### src/rtl/reg_cmd_ctrl_pkg.sv
// Shared opcode constants and FSM state encoding for the register
// command controller; also imported by the system top.
package reg_cmd_ctrl_pkg;

  localparam logic [7:0] OPC_WRITE = 8'hAA;
  localparam logic [7:0] OPC_READ  = 8'hBB;

  // Timeout counter width: covers TIMEOUT values up to 255.
  localparam int CNT_W = 8;

  typedef enum logic [2:0] {
    ST_IDLE    = 3'd0,
    ST_WR_ADDR = 3'd1,
    ST_WR_DATA = 3'd2,
    ST_RD_ADDR = 3'd3,
    ST_RD_WAIT = 3'd4,
    ST_TX_SEND = 3'd5
  } state_e;

endpackage

### src/rtl/reg_cmd_ctrl.sv
// Byte-stream command decoder: 0xAA addr data writes a register,
// 0xBB addr reads one and forwards the result to the transmitter.
module reg_cmd_ctrl
  import reg_cmd_ctrl_pkg::*;
#(
  parameter int WIDTH   = 8,
  parameter int ADDR    = 2,
  parameter int TIMEOUT = 8
) (
  input  logic             CLK,
  input  logic             RST,
  input  logic [WIDTH-1:0] RX_P_DATA,
  input  logic             RX_D_VLD,
  input  logic [WIDTH-1:0] RdData,
  input  logic             RdData_VLD,
  input  logic             TX_BUSY,
  output logic             WrEn,
  output logic             RdEn,
  output logic [ADDR-1:0]  Address,
  output logic [WIDTH-1:0] WrData,
  output logic [WIDTH-1:0] TX_P_DATA,
  output logic             TX_D_VLD,
  output logic             CMD_ERR,
  output logic             BUSY
);

  localparam logic [WIDTH-1:0] OP_WR   = WIDTH'(OPC_WRITE);
  localparam logic [WIDTH-1:0] OP_RD   = WIDTH'(OPC_READ);
  localparam logic [CNT_W-1:0] TO_LAST = CNT_W'(TIMEOUT - 1);

  state_e             state_q, state_d;
  logic [CNT_W-1:0]   cnt_q, cnt_d;
  logic [ADDR-1:0]    addr_q, addr_d;
  logic [WIDTH-1:0]   wdata_q, wdata_d;
  logic [WIDTH-1:0]   txd_q, txd_d;
  logic               wren_q, wren_d;
  logic               rden_q, rden_d;
  logic               txv_q, txv_d;
  logic               err_q, err_d;
  logic               busy_q, busy_d;

  always_ff @(posedge CLK or negedge RST) begin
    if (!RST) begin
      state_q <= ST_IDLE;
      cnt_q   <= '0;
      addr_q  <= '0;
      wdata_q <= '0;
      txd_q   <= '0;
      wren_q  <= 1'b0;
      rden_q  <= 1'b0;
      txv_q   <= 1'b0;
      err_q   <= 1'b0;
      busy_q  <= 1'b0;
    end else begin
      state_q <= state_d;
      cnt_q   <= cnt_d;
      addr_q  <= addr_d;
      wdata_q <= wdata_d;
      txd_q   <= txd_d;
      wren_q  <= wren_d;
      rden_q  <= rden_d;
      txv_q   <= txv_d;
      err_q   <= err_d;
      busy_q  <= busy_d;
    end
  end

  always_comb begin
    state_d = state_q;
    cnt_d   = cnt_q;
    addr_d  = addr_q;
    wdata_d = wdata_q;
    txd_d   = txd_q;
    wren_d  = 1'b0;
    rden_d  = 1'b0;
    txv_d   = 1'b0;
    err_d   = 1'b0;

    unique case (state_q)
      ST_IDLE: begin
        cnt_d = '0;
        if (RX_D_VLD) begin
          if (RX_P_DATA == OP_WR)      state_d = ST_WR_ADDR;
          else if (RX_P_DATA == OP_RD) state_d = ST_RD_ADDR;
          else                         err_d   = 1'b1;
        end
      end
      ST_WR_ADDR: begin
        if (RX_D_VLD) begin
          addr_d  = RX_P_DATA[ADDR-1:0];
          state_d = ST_WR_DATA;
        end
      end
      ST_WR_DATA: begin
        if (RX_D_VLD) begin
          wdata_d = RX_P_DATA;
          wren_d  = 1'b1;
          state_d = ST_IDLE;
        end
      end
      ST_RD_ADDR: begin
        if (RX_D_VLD) begin
          addr_d  = RX_P_DATA[ADDR-1:0];
          rden_d  = 1'b1;
          cnt_d   = '0;
          state_d = ST_RD_WAIT;
        end
      end
      ST_RD_WAIT: begin
        // A stray byte is dropped but the read keeps waiting.
        if (RX_D_VLD) err_d = 1'b1;
        if (RdData_VLD) begin
          txd_d   = RdData;
          cnt_d   = '0;
          state_d = ST_TX_SEND;
        end else if (cnt_q == TO_LAST) begin
          err_d   = 1'b1;
          cnt_d   = '0;
          state_d = ST_IDLE;
        end else begin
          cnt_d = cnt_q + CNT_W'(1);
        end
      end
      ST_TX_SEND: begin
        if (RX_D_VLD) err_d = 1'b1;
        if (!TX_BUSY) begin
          txv_d   = 1'b1;
          state_d = ST_IDLE;
        end
      end
      default: state_d = ST_IDLE;
    endcase

    busy_d = (state_d != ST_IDLE);
  end

  assign WrEn      = wren_q;
  assign RdEn      = rden_q;
  assign Address   = addr_q;
  assign WrData    = wdata_q;
  assign TX_P_DATA = txd_q;
  assign TX_D_VLD  = txv_q;
  assign CMD_ERR   = err_q;
  assign BUSY      = busy_q;

endmodule
### config.mk
export PLATFORM = sky130hd
export DESIGN_NAME = reg_cmd_ctrl
export DESIGN_NICKNAME = d
export VERILOG_FILES = /design/src/rtl/reg_cmd_ctrl_pkg.sv /design/src/rtl/reg_cmd_ctrl.sv
export SDC_FILE = /design/constraint.sdc
export NUM_CORES = 1
export LEC_CHECK = 0
export ABC_AREA = 1
export BUFFER_PORTS_ARGS = -buffer_cell sky130_fd_sc_hd__buf_2
export CAP_MARGIN = 20
export CELL_PAD_IN_SITES_DETAIL_PLACEMENT = 2
export CELL_PAD_IN_SITES_GLOBAL_PLACEMENT = 2
export CORE_UTILIZATION = 30
export CTS_CLUSTER_DIAMETER = 30
export DETAILED_ROUTE_END_ITERATION = 6
export PLACE_DENSITY = 0.86
export SYNTH_ARGS = -nofsm -noshare
export SYNTH_HDL_FRONTEND = slang
export SYNTH_SLANG_ARGS = --single-unit
### constraint.sdc
create_clock -name CLK -period 1.6 [get_ports CLK]
set_input_delay 0.08 -clock CLK [delete_from_list [all_inputs] [get_ports CLK]]
set_output_delay 0.08 -clock CLK [all_outputs]
set_load 0.01 [all_outputs]
== Yosys cells after proc, flatten, opt, wreduce, memory -nomap -nowiden ==
Index checks and enable logic that the tools add are counted.

* Register bits after elaboration: 34
* Logic and storage cells: 53
* Bits of input ports: 21
* Output and inout port bits: 23

* Reduce and logical (&&, ||, !) cells: 8
* $add $sub $neg: 1
* Mux-type cells: 25
* Eq/ne operators: 9

{| class="wikitable"
|+ Operator list
! kind !! count
|-
| 2-to-1 mux 3 bit || 9
|-
| 2-to-1 mux 8 bit || 3
|-
| case mux 8 bit (3 select lines) || 1
|-
| case mux 3 bit (6 select lines) || 1
|-
| equality test 8 bit (second input constant) || 2
|-
| 2-to-1 mux 1 bit || 10
|-
| adder 8 x 1 -> 8 bit (second input constant) || 1
|-
| equality test 8 x 3 -> 1 bit (second input constant) || 1
|-
| AND reduction 2 bit || 4
|-
| equality test 3 x 2 -> 1 bit (second input constant) || 2
|-
| equality test 3 bit (second input constant) || 2
|-
| nonzero test 3 bit || 2
|-
| equality test 3 x 1 -> 1 bit (second input constant) || 1
|-
| zero test 3 bit || 1
|-
| case mux 1 bit (3 select lines) || 1
|-
| inequality test 2 bit (second input constant) || 1
|-
| OR reduction 2 bit || 1
|}

== Logic depth before layout (Yosys ltp) ==
Gate-level depths: netlist of the first run.

* Depth in word-level cells: 6
* Depth in mapped cells: 9
* Gate-level depth less buffers: 9

== Worst setup path after synthesis of the first run ==
Ideal clock, no wire load.

* Path kind: reg-to-reg
* Start point: reg state_q[0]
* End point: reg txd_q[0], in the netlist TX_P_DATA[0]
* Stages on the path, launching flop included: 6
* Period minus slack after synthesis: 1.326 ns
* Buffers on the path: 0
* Library setup time: 0.125 ns
* Data arrival time: 1.201 ns
* Data required time: 1.475 ns
* Slack: 0.274 ns
* Path through: dfrtp_1 -> nor2_2 -> inv_4 -> nor2_8 -> nand2_8 -> mux2_4

* Longest elaborated chain between the ends: 2

{| class="wikitable"
|+ Ends and longest elaborated chain
! item !! line !! source
|-
| from (decl) || reg_cmd_ctrl.sv:31 || <nowiki>state_e state_q, state_d;</nowiki>
|-
| from (signal assigned) || reg_cmd_ctrl.sv:55 || <nowiki>state_q <= state_d;</nowiki>
|-
| equality test 3 bit || reg_cmd_ctrl.sv:79 || <nowiki>unique case (state_q)</nowiki>
|-
| AND reduction 2 bit (no line) || - ||
|-
| to (signal assigned) || reg_cmd_ctrl.sv:59 || <nowiki>txd_q <= txd_d;</nowiki>
|-
| to (decl) || reg_cmd_ctrl.sv:35 || <nowiki>logic [WIDTH-1:0] txd_q, txd_d;</nowiki>
|}

No other way between the ends.
A chain may end at the register's enable or synchronous reset.

== Final worst setup path of the first run ==
* Start point: reg cnt_q[0]
* End point: reg busy_q, in the netlist BUSY

* Longest elaborated chain between the ends: 5

{| class="wikitable"
|+ Ends and longest elaborated chain
! item !! line !! source
|-
| from (decl) || reg_cmd_ctrl.sv:32 || <nowiki>logic [CNT_W-1:0] cnt_q, cnt_d;</nowiki>
|-
| from (signal assigned) || reg_cmd_ctrl.sv:56 || <nowiki>cnt_q <= cnt_d;</nowiki>
|-
| equality test 8 x 3 -> 1 bit || reg_cmd_ctrl.sv:116 || <nowiki>end else if (cnt_q == TO_LAST) begin</nowiki>
|-
| 2-to-1 mux 3 bit || reg_cmd_ctrl.sv:116 ||
|-
| 2-to-1 mux 3 bit || reg_cmd_ctrl.sv:112 || <nowiki>if (RdData_VLD) begin</nowiki>
|-
| case mux 3 bit (6 select lines) || reg_cmd_ctrl.sv:79 ||
|-
| net state_d[2] || reg_cmd_ctrl.sv:31 ||
|-
| nonzero test 3 bit || reg_cmd_ctrl.sv:134 || <nowiki>busy_d = (state_d != ST_IDLE);</nowiki>
|-
| net busy_d || reg_cmd_ctrl.sv:40 || <nowiki>logic busy_q, busy_d;</nowiki>
|-
| to (signal assigned) || reg_cmd_ctrl.sv:64 || <nowiki>busy_q <= busy_d;</nowiki>
|-
| to (decl) || reg_cmd_ctrl.sv:40 ||
|}

The timed path passes the listed nets, and every way through them passes these cells.

==> impl_metrics.json, run 1 <==
{
  "status": "complete, no violations",
  "seqCellArea_um2": 851,
  "grt_pass1_vias": 1621,
  "fmax_mhz": 682,
  "cts_made_buffers": 5,
  "ys_types": 28,
  "drive_gt1_share_pct": 35.8,
  "p_int_mw": 2.00,
  "grt_max_degree": 35,
  "synth_seq_cells": 34,
  "power_density_nw_per_um2": 1360,
  "startpoint_type": "register",
  "rows": 26,
  "via_per_inst": 4.60,
  "grt_usage_pct": 17.3,
  "crit_chain": "ha_1, nand3_1, nor2_4, nand2_1, nand2_1, nand3_1, nor2_2, nand2_1",
  "slew-limit-headroom_pct": 81.1,
  "cts_num_sinks": 34,
  "ir_worst_vdd_mv": 0.402,
  "antenna_found_initial": 0,
  "finalSetupViolCount": 0,
  "final_cell_mix": "47 x nand2_1, 43 x buf_2, 34 x dfrtp_1",
  "ys_seq_area_share_pct": 50.9,
  "leakagePower_nw": 1.18,
  "port_buffers": 43,
  "crit_fanout": 4,
  "ff2ff_path_depth": 8,
  "crit_required_ps": 1760,
  "ys_warn_count": 0,
  "clockBufferDepth": 2,
  "min_path_type": "in2reg",
  "clk_pin_slew_worst_paths_ps": 80,
  "finalWirelength_um": 4570,
  "cp-end-kind": "register",
  "drt_pre_antenna_iters": 2,
  "rsz0062_at_grt": "false",
  "r2r_slack_ps": 130,
  "post-route-period-util_pct": 91.7,
  "switching_share_pct": 32.0,
  "cts-root-buf": "clkbuf_8",
  "tns_ps": 0,
  "cpMostUsedCell": "nand2_1",
  "slew_viol_final": 0,
  "cts_tree": "done",
  "start_util_pct": 31.9,
  "fin_skew_ps": 9.99,
  "place.gp.congestion": 0.791,
  "clkLatencyLatePin_ps": 290,
  "fill_cells": 584,
  "dieHeight_um": 76.6,
  "power.clock.fraction_pct": 32.5,
  "synthesis.area_um2": 1670,
  "die-area_um2": 5870,
  "cap_violations": 0,
  "worstReg2RegEnd": "BUSY",
  "syn_nets": 199,
  "reg2reg_from": "cnt_q[0]",
  "multi_input_area_um2": 728,
  "p_total_mw": 2.94,
  "tightest_slew_ps": 281,
  "power_frac_comb_pct": 28.2,
  "hold_viol": 0,
  "dr_total_vias": 1388,
  "io_pins": 44,
  "cp-startpoint": "cnt_q[0]",
  "synthCells": 177,
  "antenna_left": 0,
  "crit_path_max_incr_delay_ps": 390,
  "route.detailed.drc": 0,
  "die_x_um": 76.6,
  "wl_per_cell_um": 15.1,
  "power_switching_mw": 0.940,
  "grt_overflow": 0,
  "drt_iter0_drc": 44,
  "htreeDepth": 2,
  "dominantRegCellSynth": "dfrtp_1",
  "avgSynthCellArea_um2": 9.44,
  "post-route-min-period_ps": 1470,
  "grt_pass1_wl_um": 7950,
  "nets": 253,
  "layout_commonest_cell": "nand2_1",
  "synth-edff-count": 0,
  "area_delta_synth_final_pct": 29.3,
  "p_seq_share_pct": 39.3,
  "synthArstFlopShare_pct": 100,
  "cp.arrival_ps": 1630,
  "crit_path_end": "BUSY",
  "core-area_um2": 5240,
  "antenna_cells": 0,
  "criticalPathCategory": "reg2reg",
  "hpwl_um": 3310,
  "crit_path_top_delay_cell": "dfrtp_1"
}
-- per-layer routing --
metal	global-route usage, %	part of all wire (%)	wire, um	up-vias
li1	-	-	-	682
met1	19.8	42	1920	676
met2	32.7	54	2480	25
met3	3.35	2.6	118	5
met4	4.04	0.90	41	0
met5	0	0	0	-
-- power by group through the flow --
stage	clock (mW)	combinational (mW)	sequential [mW]
final	0.956	0.828	1.16
after global routing	1.01	0.911	1.18
after CTS	0.974	0.852	1.16
after detailed placement	0	0.831	1.17
after global placement	0	0.793	1.17
after floorplan	0	0.414	1.25
-- cells in the mapped netlist, types with 2 or more instances --
cell type,n,area (um2)
nand2_1,47,176
dfrtp_1,34,851
inv_1,17,63.8
nand3_1,15,75.1
nor2_1,12,45.0
mux2_4,8,120
o21ai_0,6,30.0
o21ai_2,5,43.8
a21oi_1,4,20.0
inv_2,4,15.0
nor2_2,4,25.0
o22ai_1,3,18.8
nand4_1,2,12.5
nor3_1,2,10.0
-- sequential cells by signal, summed over array words and instances, names as in the netlist --
register,flops
Address,2
BUSY,1
CMD_ERR,1
RdEn,1
TX_D_VLD,1
TX_P_DATA,8
WrData,8
WrEn,1
cnt_q,8
state_q,3
-- logic make-up (layout without fill, tap and decap cells) --
kind of cell	Yosys count	in the layout	synth area share (%)
AOI/OAI and AO/OA	20	20	7.49
and+or+nand+nor	90	90	27.3
adders and majority gates	1	1	0.749
muxes	8	8	7.19
DFF	34	34	50.9
xor gates and xnor gates	1	1	0.524
buffers and inverters	23	78	5.77
-- worst max-delay path, delay by kind of cell, from the launching register on --
family / cells / cell delay, ps
adder cells (fa/ha/maj): 1 / 210
flip-flops: 1 / 390
AND/OR/NAND/NOR: 7 / 750
-- layout make-up --
type	instances	share of cell area [%]
Clock buffer	5	3.19
Multi-Input combinational cell	120	33.7
Clock inverter	3	3.19
Timing Repair Buffer	48	12.5
Sequential cell	34	39.4
Tap cell	70	4.06
Inverter	22	3.94
-- per-stage QoR --
step                      hold slack (ps)  utilization, %  setup slack (ps)  area, um2  cells
after global routing                 10.3            41.2              8.94       2160    302
final                                9.82            41.2               133       2160    302
after floorplan                      -216               -               274       1670    177
after detailed placement             61.6            38.1               146       2000    292
after global placement               56.4            38.1               221       2000    292
after CTS                            6.77            41.1              89.2       2150    302
-- worst min path at each step --
stage / endpoint / slack (ps) / startpoint / cells after the start
floorplan: Address[0] / -220 / RST / 0
global placement: WrData[0] / 60 / RST / 2
detailed placement: cnt_q[1] / 60 / RST / 2
CTS: WrData[3] / 7 / RX_P_DATA[3] / 3
global route: TX_P_DATA[5] / 10 / RdData[5] / 2
finish: WrData[3] / 10 / RX_P_DATA[3] / 3
-- timing repair --
| action | in CTS | in global routing |
|---|---|---|
| buffers inserted | 0 | 0 |
| hold endpoints to repair | 35 | 0 |
| resized for setup | 0 | 2 |
| hold buffers | 2 | 0 |
| endpoints found under the setup margin | 0 | 3 |
Power figures use the tool's default switching activity.
==> inputs of run 2 (changes only) <==
--- a/config.mk
+++ b/config.mk
@@ -14,5 +14,5 @@
 export CTS_CLUSTER_DIAMETER = 30
 export DETAILED_ROUTE_END_ITERATION = 6
-export PLACE_DENSITY = 0.86
+export PLACE_DENSITY = 0.77
 export SYNTH_ARGS = -nofsm -noshare
 export SYNTH_HDL_FRONTEND = slang
==> constraint.sdc (replaced) <==
create_clock -name CLK -period 1.6 [get_ports CLK]
set_input_delay 0.08 -clock CLK [delete_from_list [all_inputs] [get_ports CLK]]
set_output_delay 0.08 -clock CLK [all_outputs]
set_load 0.05 [all_outputs]
==> run 2 against run 1 <==
  * Wire length shrank 6.2%
  * Via count grew 1.7%
  * Clock power decreased by 16%
  * Critical path type unchanged
  * Core utilization fell by 0.50 points
  * Final area shrank 1.2%
  * Critical path depth is the same
  * Clock-buffer cell count stayed put
  * Die area unchanged
  * Sequential power about the same
  * Fmax up 1.9%
  * Flip-flop and latch count did not move
  * Global-route usage down 1.1 points
  * Largest cell class unchanged
==> impl_metrics.json, run 2 (same netlist as run 1, synthesis figures left out) <==
{
  "leakagePower_nw": 1.17,
  "p_total_mw": 3.32,
  "reg2reg_from": "cnt_q[0]",
  "grt_pass1_vias": 1547,
  "hpwl_um": 3290,
  "area_delta_synth_final_pct": 27.7,
  "route.detailed.drc": 0,
  "drive_gt1_share_pct": 36.3,
  "ir_worst_vdd_mv": 0.577,
  "clkLatencyLatePin_ps": 290,
  "grt_usage_pct": 16.1,
  "ff2ff_path_depth": 8,
  "crit_fanout": 4,
  "crit_path_top_delay_cell": "dfrtp_1",
  "fin_skew_ps": 9.29,
  "dieHeight_um": 76.6,
  "crit_required_ps": 1760,
  "worstReg2RegEnd": "BUSY",
  "crit_buf_inv": 0,
  "startpoint_type": "register",
  "drt_iter0_drc": 29,
  "tightest_slew_ps": 448,
  "antenna_found_initial": 0,
  "grt_max_degree": 35,
  "dr_total_vias": 1411,
  "place_area_um2": 2000,
  "drt_pre_antenna_iters": 4,
  "cts-root-buf": "clkbuf_8",
  "cpMostUsedCell": "nand2_1",
  "power_density_nw_per_um2": 1560,
  "die_x_um": 76.6,
  "cap_violations": 0,
  "status": "complete, no violations",
  "path_delay_family": "simple AND/OR/NAND/NOR gates",
  "grt_overflow": 0,
  "hold_end": "TX_P_DATA[0]",
  "wl_per_cell_um": 14.1,
  "grt_pass1_wl_um": 7500,
  "nets": 255,
  "start_util_pct": 31.9,
  "io_pins": 44,
  "cp.arrival_ps": 1600,
  "die-area_um2": 5870,
  "hold_viol": 0,
  "tns_ps": 0,
  "htreeDepth": 2,
  "worstHoldStart": "RdData[0]",
  "slew-limit-headroom_pct": 70.1,
  "clk_pin_slew_worst_paths_ps": 80,
  "cts_tree": "done",
  "port_buffers": 43,
  "cts_made_buffers": 5,
  "antenna_cells": 0,
  "rsz0062_at_grt": "false",
  "crit_chain": "ha_1, nand3_1, nor2_2, nand2_1, nand2_1, nand3_1, nor2_2, nand2_1",
  "place.gp.congestion": 0.743,
  "crit_path_max_incr_delay_ps": 390,
  "layout_commonest_cell": "nand2_1",
  "cp-end-kind": "register",
  "rows": 26,
  "post-route-period-util_pct": 90.0,
  "post-route-min-period_ps": 1440,
  "min_path_type": "in2reg",
  "fin_ws_ps": 160,
  "via_per_inst": 4.64,
  "whs_ps": 18.0,
  "finalWirelength_um": 4280,
  "cts_num_sinks": 34,
  "clockBufferDepth": 2,
  "final_cell_mix": "47 x nand2_1, 43 x buf_2, 34 x dfrtp_1",
  "criticalPathCategory": "reg2reg",
  "fin_area_um2": 2130,
  "pre_cts_ws_ps": 170,
  "antenna_left": 0,
  "r2r_slack_ps": 160,
  "fmax_mhz": 695,
  "core-area_um2": 5240,
  "slew_viol_final": 0,
  "min_path_cells": 2,
  "finalSetupViolCount": 0
}
[run 2: cell count changes in the layout (fill, tap and decap cells not counted), sizes merged]
| cell | change |
|---|---|
| buf | +2 |
| clkinvlp | +2 |
| bufinv | -1 |
| clkinv | -1 |
[run 2: cell type report]
| class | instances | area [um2] |
|---|---|---|
| fillers | 600 | 3100 |
| well taps | 70 | 87.6 |
| flip-flops and latches | 34 | 851 |
| repair buffers | 50 | 273 |
| clock buffers | 5 | 68.8 |
| clock inverters | 3 | 45.0 |
| inverters | 22 | 85.1 |
| multi-input cells | 120 | 723 |
[run 2: per-layer routing]
metal	vias up	track usage [%]	wire length, um
li1	678	-	-
met1	699	20.6	2040
met2	30	27.3	2060
met3	4	3.83	150
met4	0	4.04	36
met5	-	0	0
[run 2: worst max path at each step]
stage / end / cells past startpoint / startpoint
2_1_floorplan: TX_P_DATA[0] / 5 / state_q[0]
3_3_place_gp: BUSY / 8 / cnt_q[0]
3_5_place_dp: BUSY / 8 / cnt_q[0]
4_1_cts: BUSY / 8 / cnt_q[0]
5_1_grt: BUSY / 8 / state_q[1]
6_report: BUSY / 8 / cnt_q[0]
[run 2: stage by stage]
stage / util [%] / instances
2_1_floorplan: - / 177
3_3_place_gp: 38.2 / 294
3_5_place_dp: 38.2 / 294
4_1_cts: 40.7 / 304
5_1_grt: 40.7 / 304
6_report: 40.7 / 304
[run 2: worst register-to-register path, cell delays in order (launching register included)]
cell and delay, ps:
dfrtp_1 390, ha_1 200, nand3_1 100, nor2_2 200, nand2_1 80, nand2_1 60, nand3_1 100, nor2_2 120
nand2_1 60
[run 2: what timing repair did]
item | CTS | global route
gates resized for setup | 0 | 0
hold buffers | 2 | 0
hold endpoints to repair | 35 | 0
buffers inserted | 0 | 0
[run 2: power breakdown]
part | total (mW) | internal (mW) | switching (mW) | leakage (nW)
logic | 1.36 | 0.326 | 1.04 | 0.662
registers | 1.15 | 1.05 | 0.101 | 0.455
clock network | 0.804 | 0.463 | 0.341 | 0.0504
